$ cat config.mk
export PLATFORM = sky130hd
export DESIGN_NAME = decode_exec_unit
export DESIGN_NICKNAME = d
export VERILOG_FILES = /design/src/rtl/dexu_pkg.sv /design/src/rtl/data_mux.sv /design/src/rtl/decode_exec_unit.sv
export SDC_FILE = /design/constraint.sdc
export NUM_CORES = 1
export LEC_CHECK = 0
export BUFFER_PORTS_ARGS = -buffer_cell sky130_fd_sc_hd__buf_2
export CAP_MARGIN = 0
export CORE_UTILIZATION = 54
export CTS_CLUSTER_SIZE = 20
export DETAILED_ROUTE_END_ITERATION = 6
export HOLD_SLACK_MARGIN = 0.06
export PLACE_DENSITY = 0.84
export SETUP_SLACK_MARGIN = 0.2
export SYNTH_ARGS = -nofsm -noshare
export SYNTH_HDL_FRONTEND = slang
export SYNTH_SLANG_ARGS = --single-unit
$ cat constraint.sdc
create_clock -name clk -period 7.4 [get_ports clk]
set_input_delay 1.48 -clock clk [delete_from_list [all_inputs] [get_ports clk]]
set_output_delay 1.48 -clock clk [all_outputs]
set_load 0.005 [all_outputs]
$ cat src/rtl/dexu_pkg.sv
// Shared definitions for the RV32I decode/execute slice.
// Contents: opcode constants, the ALU operation enum, one-hot memory length
// codes, the halt word, and a helper that maps funct3 onto an ALU operation.
package dexu_pkg;

  localparam logic [6:0] OP       = 7'b0110011;
  localparam logic [6:0] OP_IMM   = 7'b0010011;
  localparam logic [6:0] LOAD     = 7'b0000011;
  localparam logic [6:0] STORE    = 7'b0100011;
  localparam logic [6:0] BRANCH   = 7'b1100011;
  localparam logic [6:0] JAL      = 7'b1101111;
  localparam logic [6:0] JALR     = 7'b1100111;
  localparam logic [6:0] LUI      = 7'b0110111;
  localparam logic [6:0] AUIPC    = 7'b0010111;
  localparam logic [6:0] MISC_MEM = 7'b0001111;
  localparam logic [6:0] SYSTEM   = 7'b1110011;

  localparam logic [2:0] MEM_LEN_NONE = 3'b000;
  localparam logic [2:0] MEM_LEN_BYTE = 3'b001;
  localparam logic [2:0] MEM_LEN_HALF = 3'b010;
  localparam logic [2:0] MEM_LEN_WORD = 3'b100;

  localparam logic [31:0] HALT_WORD   = 32'h0000007f;
  localparam logic [31:0] ECALL_WORD  = 32'h00000073;
  localparam logic [31:0] EBREAK_WORD = 32'h00100073;

  typedef enum logic [3:0] {
    ALU_ADD,
    ALU_SUB,
    ALU_SLL,
    ALU_SLT,
    ALU_SLTU,
    ALU_XOR,
    ALU_SRL,
    ALU_SRA,
    ALU_OR,
    ALU_AND,
    ALU_ZERO
  } alu_op_e;

  // alt selects SUB for funct3=000 and SRA for funct3=101; ignored otherwise.
  function automatic alu_op_e alu_op_from_f3(input logic [2:0] f3, input logic alt);
    alu_op_e op;
    case (f3)
      3'b000:  op = alt ? ALU_SUB : ALU_ADD;
      3'b001:  op = ALU_SLL;
      3'b010:  op = ALU_SLT;
      3'b011:  op = ALU_SLTU;
      3'b100:  op = ALU_XOR;
      3'b101:  op = alt ? ALU_SRA : ALU_SRL;
      3'b110:  op = ALU_OR;
      default: op = ALU_AND;
    endcase
    return op;
  endfunction

endpackage

$ cat src/rtl/data_mux.sv
// 2:1 word select used for ALU operand steering.
// Ports: sel (1 = in1), in0/in1 (32-bit data), out (selected word).
module data_mux (
  input  logic        sel,
  input  logic [31:0] in0,
  input  logic [31:0] in1,
  output logic [31:0] out
);

  assign out = sel ? in1 : in0;

endmodule

$ cat src/rtl/decode_exec_unit.sv
// RV32I decode, operand select and ALU for the single-cycle core.
// Everything from inst to alu_out/alu_jmp is combinational; the only state is
// the sticky illegal_seen flag and, when DEXU_INST_COUNT_EN is defined, a
// retired-instruction counter exposed on inst_count.
// Ports:
//   clk, rst_n               clock, async active-low reset
//   inst, pc_cur             instruction word and its pc
//   rdata1, rdata2           register file read data for rs1/rs2
//   rs1, rs2, rd             register addresses
//   write_reg, write_reg_mux regfile write enable / source (1 = memory)
//   write_mem, mem_wea       store strobe and byte enables
//   mem_len, mem_signed_ext  access size (one-hot) and load sign extension
//   pc_reg_src, pc_imm       jump base select (1 = rdata1) and offset
//   alu_out, alu_jmp         ALU result / data address, take-jump flag
//   illegal, illegal_seen    unsupported inst now / ever since reset
//   inst_count               retired count (only with DEXU_INST_COUNT_EN)
module decode_exec_unit
  import dexu_pkg::*;
#(
  parameter int          XLEN   = 32,
  parameter logic [31:0] PC_INC = 32'd4
) (
  input  logic            clk,
  input  logic            rst_n,
  input  logic [31:0]     inst,
  input  logic [31:0]     pc_cur,
  input  logic [XLEN-1:0] rdata1,
  input  logic [XLEN-1:0] rdata2,
  output logic [4:0]      rs1,
  output logic [4:0]      rs2,
  output logic [4:0]      rd,
  output logic            write_reg,
  output logic            write_reg_mux,
  output logic            write_mem,
  output logic [3:0]      mem_wea,
  output logic [2:0]      mem_len,
  output logic            mem_signed_ext,
  output logic            pc_reg_src,
  output logic [31:0]     pc_imm,
  output logic [XLEN-1:0] alu_out,
  output logic            alu_jmp,
  output logic            illegal,
`ifdef DEXU_INST_COUNT_EN
  output logic [31:0]     inst_count,
`endif
  output logic            illegal_seen
);

  logic [6:0] opcode;
  logic [2:0] f3;
  logic [6:0] f7;

  logic [31:0] imm_i, imm_s, imm_b, imm_u, imm_j;

  logic        legal;
  logic        is_wb, is_load, is_store, is_branch, is_jal, is_jalr;
  logic        a_sel_pc, a_sel_zero, b_sel_rs2, b_sel_inc;
  logic [31:0] imm_op;
  logic [31:0] pc_imm_d;
  alu_op_e     alu_op;

  logic [31:0] zero_word;
  logic [31:0] op_a_pc, op_a, op_b_imm, op_b;
  logic [31:0] alu_res;
  logic        br_taken;

  assign opcode = inst[6:0];
  assign f3     = inst[14:12];
  assign f7     = inst[31:25];
  assign rs1    = inst[19:15];
  assign rs2    = inst[24:20];
  assign rd     = inst[11:7];

  assign imm_i = {{20{inst[31]}}, inst[31:20]};
  assign imm_s = {{20{inst[31]}}, inst[31:25], inst[11:7]};
  assign imm_b = {{19{inst[31]}}, inst[31], inst[7], inst[30:25], inst[11:8], 1'b0};
  assign imm_u = {inst[31:12], 12'b0};
  assign imm_j = {{11{inst[31]}}, inst[31], inst[19:12], inst[20], inst[30:21], 1'b0};

  always_comb begin
    legal      = 1'b1;
    is_wb      = 1'b0;
    is_load    = 1'b0;
    is_store   = 1'b0;
    is_branch  = 1'b0;
    is_jal     = 1'b0;
    is_jalr    = 1'b0;
    a_sel_pc   = 1'b0;
    a_sel_zero = 1'b0;
    b_sel_rs2  = 1'b0;
    b_sel_inc  = 1'b0;
    imm_op     = imm_i;
    pc_imm_d   = 32'h0;
    alu_op     = ALU_ZERO;

    case (opcode)
      OP: begin
        legal     = (f7 == 7'b0000000) ||
                    ((f7 == 7'b0100000) && ((f3 == 3'b000) || (f3 == 3'b101)));
        is_wb     = 1'b1;
        b_sel_rs2 = 1'b1;
        alu_op    = alu_op_from_f3(f3, f7[5]);
      end
      OP_IMM: begin
        // Only the shift forms carry a funct7 field; the rest use the full imm.
        if (f3 == 3'b001)
          legal = (f7 == 7'b0000000);
        else if (f3 == 3'b101)
          legal = (f7 == 7'b0000000) || (f7 == 7'b0100000);
        is_wb  = 1'b1;
        imm_op = imm_i;
        alu_op = alu_op_from_f3(f3, (f3 == 3'b101) && inst[30]);
      end
      LOAD: begin
        legal   = (f3 != 3'b011) && (f3 != 3'b110) && (f3 != 3'b111);
        is_load = 1'b1;
        is_wb   = 1'b1;
        imm_op  = imm_i;
        alu_op  = ALU_ADD;
      end
      STORE: begin
        legal    = (f3 == 3'b000) || (f3 == 3'b001) || (f3 == 3'b010);
        is_store = 1'b1;
        imm_op   = imm_s;
        alu_op   = ALU_ADD;
      end
      BRANCH: begin
        legal     = (f3 != 3'b010) && (f3 != 3'b011);
        is_branch = 1'b1;
        b_sel_rs2 = 1'b1;
        pc_imm_d  = imm_b;
        alu_op    = ALU_ZERO;
      end
      JAL: begin
        is_jal    = 1'b1;
        is_wb     = 1'b1;
        a_sel_pc  = 1'b1;
        b_sel_inc = 1'b1;
        pc_imm_d  = imm_j;
        alu_op    = ALU_ADD;
      end
      JALR: begin
        legal     = (f3 == 3'b000);
        is_jalr   = 1'b1;
        is_wb     = 1'b1;
        a_sel_pc  = 1'b1;
        b_sel_inc = 1'b1;
        pc_imm_d  = imm_i;
        alu_op    = ALU_ADD;
      end
      LUI: begin
        is_wb      = 1'b1;
        a_sel_zero = 1'b1;
        imm_op     = imm_u;
        alu_op     = ALU_ADD;
      end
      AUIPC: begin
        is_wb    = 1'b1;
        a_sel_pc = 1'b1;
        imm_op   = imm_u;
        alu_op   = ALU_ADD;
      end
      MISC_MEM: begin
        legal = (f3 == 3'b000);
      end
      SYSTEM: begin
        // Only ECALL/EBREAK decode as legal; CSR forms are flagged illegal.
        legal = (inst == ECALL_WORD) || (inst == EBREAK_WORD);
      end
      default: begin
        legal = 1'b0;
      end
    endcase

    if (inst == HALT_WORD)
      legal = 1'b0;
  end

  assign zero_word = 32'h0;

  // Operand A: rdata1, then pc, then forced zero for LUI.
  data_mux u_mux_a_pc (
    .sel (a_sel_pc),
    .in0 (rdata1),
    .in1 (pc_cur),
    .out (op_a_pc)
  );

  data_mux u_mux_a_zero (
    .sel (a_sel_zero),
    .in0 (op_a_pc),
    .in1 (zero_word),
    .out (op_a)
  );

  // Operand B: immediate or link increment, then rdata2 for register forms.
  data_mux u_mux_b_inc (
    .sel (b_sel_inc),
    .in0 (imm_op),
    .in1 (PC_INC),
    .out (op_b_imm)
  );

  data_mux u_mux_b_rs2 (
    .sel (b_sel_rs2),
    .in0 (op_b_imm),
    .in1 (rdata2),
    .out (op_b)
  );

  always_comb begin
    alu_res = 32'h0;
    case (alu_op)
      ALU_ADD:  alu_res = op_a + op_b;
      ALU_SUB:  alu_res = op_a - op_b;
      ALU_SLL:  alu_res = op_a << op_b[4:0];
      ALU_SLT:  alu_res = {31'b0, $signed(op_a) < $signed(op_b)};
      ALU_SLTU: alu_res = {31'b0, op_a < op_b};
      ALU_XOR:  alu_res = op_a ^ op_b;
      ALU_SRL:  alu_res = op_a >> op_b[4:0];
      ALU_SRA:  alu_res = $signed(op_a) >>> op_b[4:0];
      ALU_OR:   alu_res = op_a | op_b;
      ALU_AND:  alu_res = op_a & op_b;
      default:  alu_res = 32'h0;
    endcase
  end

  always_comb begin
    br_taken = 1'b0;
    case (f3)
      3'b000:  br_taken = (op_a == op_b);
      3'b001:  br_taken = (op_a != op_b);
      3'b100:  br_taken = $signed(op_a) <  $signed(op_b);
      3'b101:  br_taken = $signed(op_a) >= $signed(op_b);
      3'b110:  br_taken = op_a <  op_b;
      3'b111:  br_taken = op_a >= op_b;
      default: br_taken = 1'b0;
    endcase
  end

  always_comb begin
    mem_wea = 4'b0000;
    mem_len = MEM_LEN_NONE;
    if (legal && is_store) begin
      case (f3)
        3'b000:  mem_wea = 4'b0001;
        3'b001:  mem_wea = 4'b0011;
        3'b010:  mem_wea = 4'b1111;
        default: mem_wea = 4'b0000;
      endcase
    end
    if (legal && (is_load || is_store)) begin
      case (f3[1:0])
        2'b00:   mem_len = MEM_LEN_BYTE;
        2'b01:   mem_len = MEM_LEN_HALF;
        2'b10:   mem_len = MEM_LEN_WORD;
        default: mem_len = MEM_LEN_NONE;
      endcase
    end
  end

  assign illegal        = ~legal;
  assign write_reg      = legal & is_wb & (rd != 5'd0);
  assign write_reg_mux  = legal & is_load;
  assign write_mem      = legal & is_store;
  assign mem_signed_ext = legal & is_load & ((f3 == 3'b000) || (f3 == 3'b001));
  assign pc_reg_src     = legal & is_jalr;
  assign pc_imm         = pc_imm_d;
  assign alu_out        = legal ? alu_res : 32'h0;
  assign alu_jmp        = legal & (is_jal | is_jalr | (is_branch & br_taken));

  always_ff @(posedge clk or negedge rst_n) begin
    if (!rst_n)
      illegal_seen <= 1'b0;
    else if (illegal)
      illegal_seen <= 1'b1;
  end

`ifdef DEXU_INST_COUNT_EN
  always_ff @(posedge clk or negedge rst_n) begin
    if (!rst_n)
      inst_count <= 32'h0;
    else if (!illegal)
      inst_count <= inst_count + 32'd1;
  end
`endif

endmodule

======== Word level (Yosys, flattened, before mapping) ========
Cells that the tools add are included.
storage, ports and cells
  logic and storage cells ................. 124
  flip-flop bits (word level) ............. 1
  output and inout port bits .............. 94
  input port bits ......................... 130
cells by class
  equality and inequality tests ........... 39
  reduce and logical (&&, ||, !) cells .... 27
  shifts and indexed selects .............. 3
  bitwise gates (word level) .............. 14
  order comparisons ....................... 4
  $add $sub $neg .......................... 2
  muxes and demuxes ....................... 34
operator list
  kind                    number
  $pmux W32 S10           1
  $mux W32                5
  $pmux W32 S3            1
  $eq A32 B7 Y1 const B   2
  $ge A32 B32 Y1          2
  $lt A32 B32 Y1          2
  $pmux W31 S2            1
  $pmux W4 S7             2
  $add A32 B32 Y32        1
  $and A32 B32 Y32        1
  $eq A32 B21 Y1 const B  1
  $eq A32 B32 Y1          1
  $ne A32 B32 Y1          1
  $or A32 B32 Y32         1
  $shl A32 B5 Y32         1
  $shr A32 B5 Y32         1
  $sshr A32 B5 Y32        1
  $sub A32 B32 Y32        1
  $xor A32 B32 Y32        1
  $eq A7 B6 Y1 const B    4
  $eq A7 B7 Y1 const B    4
  $pmux W4 S3             2
  $mux W1                 17
  $eq A4 B3 Y1 const B    4
  other kinds (32)        65

======== Longest topological paths before layout ========
Gate-level depths: netlist of the first run.
  word-level depth ........................ 10
  mapped depth ............................ 22

======== Cells and area by module ========
From an unflattened synthesis of the first run, not the netlist that was laid out.
unflattened totals
  cell total of the unflattened synthesis .. 1658
  area total of the unflattened synthesis .. 12462.0 um^2
by module, submodules not included
  module            area an instance (um^2)  cells each  instances
  decode_exec_unit  10284.9                  1514        1
  data_mux          544.3                    36          4

======== Worst setup path after synthesis of the first run ========
No wires, ideal clock.
  path type ............................... input port to output port
  start ................................... input port inst[6]
  end ..................................... output port alu_out[31]
  cell stages on the path ................. 20
  required time ........................... 5920 ps
  slack ................................... 84 ps
  data arrival time ....................... 5836 ps
  path through ............................ buf_4 > clkbuf_1 > nand2_1 > nand4_1 > a21o_1 > a221oi_2 > clkbuf_1 > buf_1 > buf_2 > ha_1 > clkbuf_1 > a21oi_1 > a21oi_1 > a211oi_1 > o21ai_0 > a211oi_1 > o21ai_0 > xnor2_1 > a221oi_1 > a31oi_1
between the ends
  word-level cells in the longest chain between the ends .. 8
ends and longest elaborated chain
  what                                                                          RTL line                 source
  start: declaration                                                            decode_exec_unit.sv:25   input logic [31:0] inst,
  $eq A7 B5 Y1, or another cell as far along                                    decode_exec_unit.sv:96   case (opcode)
  $reduce_or A2 Y1 (no source line) / $reduce_or A3 Y1 (equally long branches)  n/a
  $pmux W31 S2 / $mux W1 (equally long branches)                                decode_exec_unit.sv:96
  $mux W32 (2 in a row)                                                         data_mux.sv:10           assign out = sel ? in1 : in0;
  $sub A32 B32 Y32, or another cell as far along                                decode_exec_unit.sv:215  ALU_SUB: alu_res = op_a - op_b;
  $pmux W32 S10                                                                 decode_exec_unit.sv:213  case (alu_op)
  $mux W32 *                                                                    decode_exec_unit.sv:269  assign alu_out = legal ? alu_res : 32'h0;
  end: declaration                                                              decode_exec_unit.sv:40   output logic [XLEN-1:0] alu_out,
Every way passes the cells marked *; elsewhere a longest branch is shown, timed or not.

======== Final worst setup path of the first run ========
  start ................................... input port inst[6]
  end ..................................... output port alu_out[17]
The elaborated chain is that of the path after synthesis.

==> flow_metrics.py, run 1 <==
metrics = {
    "final_layout": {
        "top_regs": "illegal_seen: 1 flops",
        "nFillCells": 1900,
        "final_nets": 2241,
        "final_layout_size_suffix_gt1_share_pct": 28.7,
        "finalInstanceArea_um2": 14100,
        "most-common-layout-cells": "buf_2, nand2_1, buf_4, nor2_1, a21oi_1",
        "top_register": "illegal_seen",
        "area_delta_synth_final_pct": 21.7,
        "final_common_cell": "buf_2",
        "largest_reg_flops": 1,
    },
    "synth": {
        "synthArstFlopShare_pct": 100,
        "synth_ff_type": "dfrtp_1",
        "synth_seq_cells": 1,
        "synth_edf_count": 0,
        "syn_nets": 1992,
        "avgSynthCellArea_um2": 6.58,
        "syn_area_um2": 11600,
        "syn_inst": 1763,
        "ys_warn_count": 0,
        "synth-seq-area-share_pct": 0.216,
        "synth_cell_types": 101,
    },
    "worst_setup_path": {
        "start_kind": "input port",
        "path_common_cell": "buf_4",
        "cp_max_fo": 12,
        "r2r-end": "illegal_seen",
        "cp-end-kind": "output port",
        "worstPathCellList": "buf_4, nand2b_2, nor2_2, a22oi_2, buf_4, nor2b_1, buf_4, a22o_1, ha_1, inv_1, a21oi_1, o311ai_2, a211oi_2, buf_4, buf_4, o31a_1, o31ai_2, a21oi_1, o311a_1, a31o_2, a41oi_2, buf_2",
        "critPathRequiredTime_ns": 5.92,
        "worstSetupPathType": "in -> out",
        "r2r_start": "illegal_seen",
        "crit_slowest_cell": "ha_1",
        "critPathMaxStageDelay_ns": 0.37,
        "worstRegToRegCells": 1,
        "arrival_ns": 5.80,
        "reg2reg_slack_ns": 6.61,
    },
    "global_routing": {
        "overflow": 0,
        "first_global_vias": 14900,
        "antenna_found_initial": 2,
        "grt_util_all_layers_pct": 54.7,
        "grt_max_degree": 58,
        "grt_pass1_wl_mm": 91.5,
    },
    "placed_design": {
        "gp_congestion": 1.31,
        "port_buffers": 223,
        "dpl_cell_area_um2": 13700,
        "dp_hpwl_mm": 49.4,
    },
    "timing": {
        "finalCritPeriodShare_pct": 98.3,
        "final_hold_viol_count": 0,
        "relSlewSlack_pct": 26.9,
        "worstMarginPinSlew_ns": 1.09,
        "max_freq_ghz": 0.137,
        "finalCriticalPeriod_ns": 7.28,
        "slew_violations": 0,
        "setup_viol": 0,
        "clock_skew_ns": 0,
        "rsz0062_at_grt": "yes",
    },
    "detailed_routing": {
        "wl_mm": 63.7,
        "drt-wirelength-per-cell_um": 27.9,
        "ant_nets": 0,
        "vias": 16800,
        "drc": 32,
        "drtPass1Iterations": 7,
        "drt_iter0_markers": 2749,
        "via_per_inst": 7.36,
    },
    "hold_path": {
        "hp-start": "illegal_seen",
        "min_to": "illegal_seen",
        "hold_depth": 1,
        "hold_class": "reg -> reg",
    },
    "floorplanning": {
        "ios": 224,
        "coreArea_um2": 21000,
        "die_y_um": 149,
        "fp.dieW_um": 149,
        "dieArea_um2": 22100,
        "std_cell_rows": 53,
        "start_util_pct": 55.2,
    },
    "clock_tree": {
        "worstSkewPairLatency_ns": 0,
        "path_clk_slew_ns": 0,
    },
    "run_status": {
        "status": "finished, violations left",
        "failed_checks": "DRC",
    },
    "flow_run": {
        "maxCapViolCount": 0,
    },
}
## logic make-up (layout without fill, tap and decap cells)
family / Yosys count / in the layout / share of synthesized area [%]
compound gates: 653 / 653 / 39.5
xor+xnor: 12 / 12 / 0.906
fa+ha+maj: 99 / 99 / 10.8
buf+inv: 273 / 520 / 10.9
flops: 1 / 1 / 0.216
mux: 142 / 142 / 13.6
other cells: 0 / 1 / 0
simple gates: 583 / 583 / 24.1
## worst max-delay path: cells and delay by family
kind / cells / cell delay (ns)
fa+ha+maj: 1 / 0.37
simple gates: 3 / 0.56
compound gates: 11 / 2.33
buf+inv: 7 / 1.05
## stage by stage
step	setup WS [ns]	hold WS, ns	TNS (ns)	util [%]	instances
global placement	-0.215	0.449	-0.278	65.0	2274
detailed placement	-0.205	0.475	-0.278	65.0	2274
finish	0.124	0.482	0	67.1	2286
floorplan	0.215	0.465	0	-	1763
CTS	0.165	0.479	0	65.4	2276
global route	0.00942	0.491	0	67.1	2286
## what timing repair did
action | 4_1_cts | 5_1_grt
endpoints found under the hold margin | 0 | 0
hold buffers | 0 | 0
pin swaps | 5 | 13
setup endpoints to repair | 18 | 22
buffers inserted | 2 | 8
cloned | 0 | 1
gates resized for setup | 20 | 68
## layout make-up
| class | count | area (um2) | share of cell area, % |
|---|---|---|---|
| multi-input cells | 1489 | 10700 | 75.8 |
| repair buffers | 416 | 2650 | 18.8 |
| inverters | 104 | 393 | 2.78 |
| well taps | 275 | 344 | 2.44 |
| flip-flops and latches | 1 | 25.0 | 0.177 |
| diodes | 1 | 2.50 | 0.0177 |
## Yosys cell counts, types with 20 or more instances
master / number / share of area (%)
nand2_1: 194 / 6.3
buf_2: 33 / 1.4
o221ai_1: 24 / 1.8
ha_1: 97 / 10
inv_1: 96 / 3.1
clkbuf_1: 82 / 2.7
a31oi_1: 38 / 2.0
nand3_1: 44 / 1.9
a21oi_1: 139 / 6.0
o22ai_1: 29 / 1.6
nor3_1: 51 / 2.2
buf_4: 42 / 2.7
a22o_1: 35 / 2.6
a211oi_1: 20 / 1.3
nor2_1: 145 / 4.7
o211ai_1: 30 / 1.9
o21ai_0: 84 / 3.6
a21o_1: 41 / 2.7
mux2i_1: 112 / 9.7
## layer usage
metal | vias to the layer above | GRT usage, % | routed length (um)
met5 | - | 3.64 | 72
met4 | 2 | 44.1 | 6670
met3 | 457 | 17.7 | 9720
met2 | 1654 | 80.6 | 25700
met1 | 7624 | 64.5 | 21500
li1 | 7090 | - | -
## how the worst max path moves through the flow
| stage | start | end |
|---|---|---|
| after floorplan | inst[6] | alu_out[20] |
| after global placement | inst[6] | alu_out[27] |
| after detailed placement | inst[6] | alu_out[27] |
| after CTS | inst[6] | alu_out[17] |
| after global routing | inst[4] | alu_out[31] |
| final | inst[6] | alu_out[17] |
==> run 2, diff against run 1 <==
==> constraint.sdc (replaced) <==
create_clock -name clk -period 7.4 [get_ports clk]
set_input_delay 0.37 -clock clk [delete_from_list [all_inputs] [get_ports clk]]
set_output_delay 0.37 -clock clk [all_outputs]
set_load 0.005 [all_outputs]
==> run 2 against run 1 <==
Against the previous run:
- the run still ends with DRC left
- die area did not move
- cell area fell by 10%
- hold slack got worse by 0.31 ns
- global-route usage fell by 2.2 points
- via count fell by 5.4%
- critical path depth fell by 6
==> flow_metrics.py, run 2 (synthesized netlist as in run 1, its figures left out) <==
metrics = {
    "final_layout": {
        "top_register": "illegal_seen",
        "most-common-layout-cells": "buf_2, nand2_1, nor2_1, a21oi_1, mux2i_1",
        "fin_util_pct": 60.1,
        "final_layout_size_suffix_gt1_share_pct": 20.1,
        "top_regs": "illegal_seen: 1 flops",
        "largest_reg_flops": 1,
        "final_common_cell": "buf_2",
        "final_nets": 2103,
        "area_delta_synth_final_pct": 9.00,
    },
    "hold_path": {
        "hold_class": "in -> async",
    },
    "timing": {
        "relSlewSlack_pct": 13.0,
        "worstMarginPinSlew_ns": 1.29,
        "finalCritPeriodShare_pct": 91.7,
        "finalCriticalPeriod_ns": 6.78,
        "worst_slack_ns": 0.616,
        "holdWs_ns": 0.171,
        "rsz0062_at_grt": "no",
        "setup_tns_ns": 0,
        "setup_viol": 0,
        "final_hold_viol_count": 0,
        "max_freq_ghz": 0.147,
        "clock_skew_ns": 0,
        "slew_violations": 0,
    },
    "detailed_routing": {
        "via_per_inst": 7.40,
        "ant_nets": 0,
        "drc": 7,
        "wl_mm": 60.8,
        "drtPass1Iterations": 7,
        "drt-wirelength-per-cell_um": 28.3,
        "drt_iter0_markers": 2680,
        "vias": 15900,
    },
    "floorplanning": {
        "coreArea_um2": 21000,
        "die_y_um": 149,
        "fp.dieW_um": 149,
        "ios": 224,
        "dieArea_um2": 22100,
        "start_util_pct": 55.2,
        "std_cell_rows": 53,
    },
    "worst_setup_path": {
        "critPathMaxStageDelay_ns": 0.77,
        "worstSetupPathType": "in -> out",
        "arrival_ns": 6.41,
        "worstPathCellList": "buf_2, and3b_1, o21a_1, nand2_1, a21oi_2, ha_1, o211ai_1, a21oi_1, a211oi_1, o21ai_0, a211oi_1, o21ai_0, xnor2_1, a221oi_1, a31oi_1, buf_2",
        "cp-end-kind": "output port",
        "cp_max_fo": 24,
        "crit_slowest_cell": "a221oi_1",
        "reg2reg_slack_ns": 6.63,
        "critPathRequiredTime_ns": 7.03,
        "cp_top_family": "compound AO/OA/AOI/OAI gates",
        "start_kind": "input port",
        "worst-path-buf-inv": 2,
    },
    "global_routing": {
        "overflow": 0,
        "grt_util_all_layers_pct": 52.5,
        "grt_pass1_wl_mm": 87.7,
        "antenna_found_initial": 2,
        "first_global_vias": 13900,
        "grt_max_degree": 58,
    },
    "clock_tree": {
        "cts_resized": 0,
        "post_cts_buffers": 0,
        "hold_buffers": 0,
        "worstSkewPairLatency_ns": 0,
        "path_clk_slew_ns": 0,
    },
    "placed_design": {
        "dp_hpwl_mm": 47.7,
        "gp_congestion": 1.21,
        "pre_cts_slack_ns": 0.947,
        "port_buffers": 223,
    },
    "run_status": {
        "status": "finished, violations left",
        "failed_checks": "DRC",
    },
    "flow_run": {
        "maxCapViolCount": 0,
    },
}
[run 2: changes by cell type in the layout (fill, tap and decap cells not counted), sizes merged]
cell,change
buf,-137
clkbuf,-1
diode,+1
[run 2: cell type report]
class / count / area [um2]
Antenna cell: 2 / 5.00
Timing Repair Buffer: 278 / 1530
Sequential cell: 1 / 25.0
Fill cell: 2058 / 8380
Tap cell: 275 / 344
Inverter: 104 / 393
Multi-Input combinational cell: 1489 / 10300
[run 2: final timing paths]
kind	end	start	depth (start not counted)
worst min register to register	illegal_seen	illegal_seen	1
max in group asynchronous	illegal_seen	rst_n	1
worst max register to register	illegal_seen	illegal_seen	1
worst min-delay path	illegal_seen	rst_n	1
worst max-delay path	alu_out[31]	inst[6]	16
min in group clk	illegal_seen	illegal_seen	1
[run 2: routing by layer]
layer	wire, um	track usage [%]	vias up
met3	9220	14.7	349
met1	21400	65.1	7209
met4	5580	37.9	0
met5	0	0	-
li1	-	-	6805
met2	24600	77.5	1548
[run 2: through the flow]
step / instances / cell area (um2)
after floorplan: 1763 / 11600
after global placement: 2147 / 12600
after detailed placement: 2147 / 12600
after CTS: 2147 / 12600
after global routing: 2147 / 12600
final: 2149 / 12600
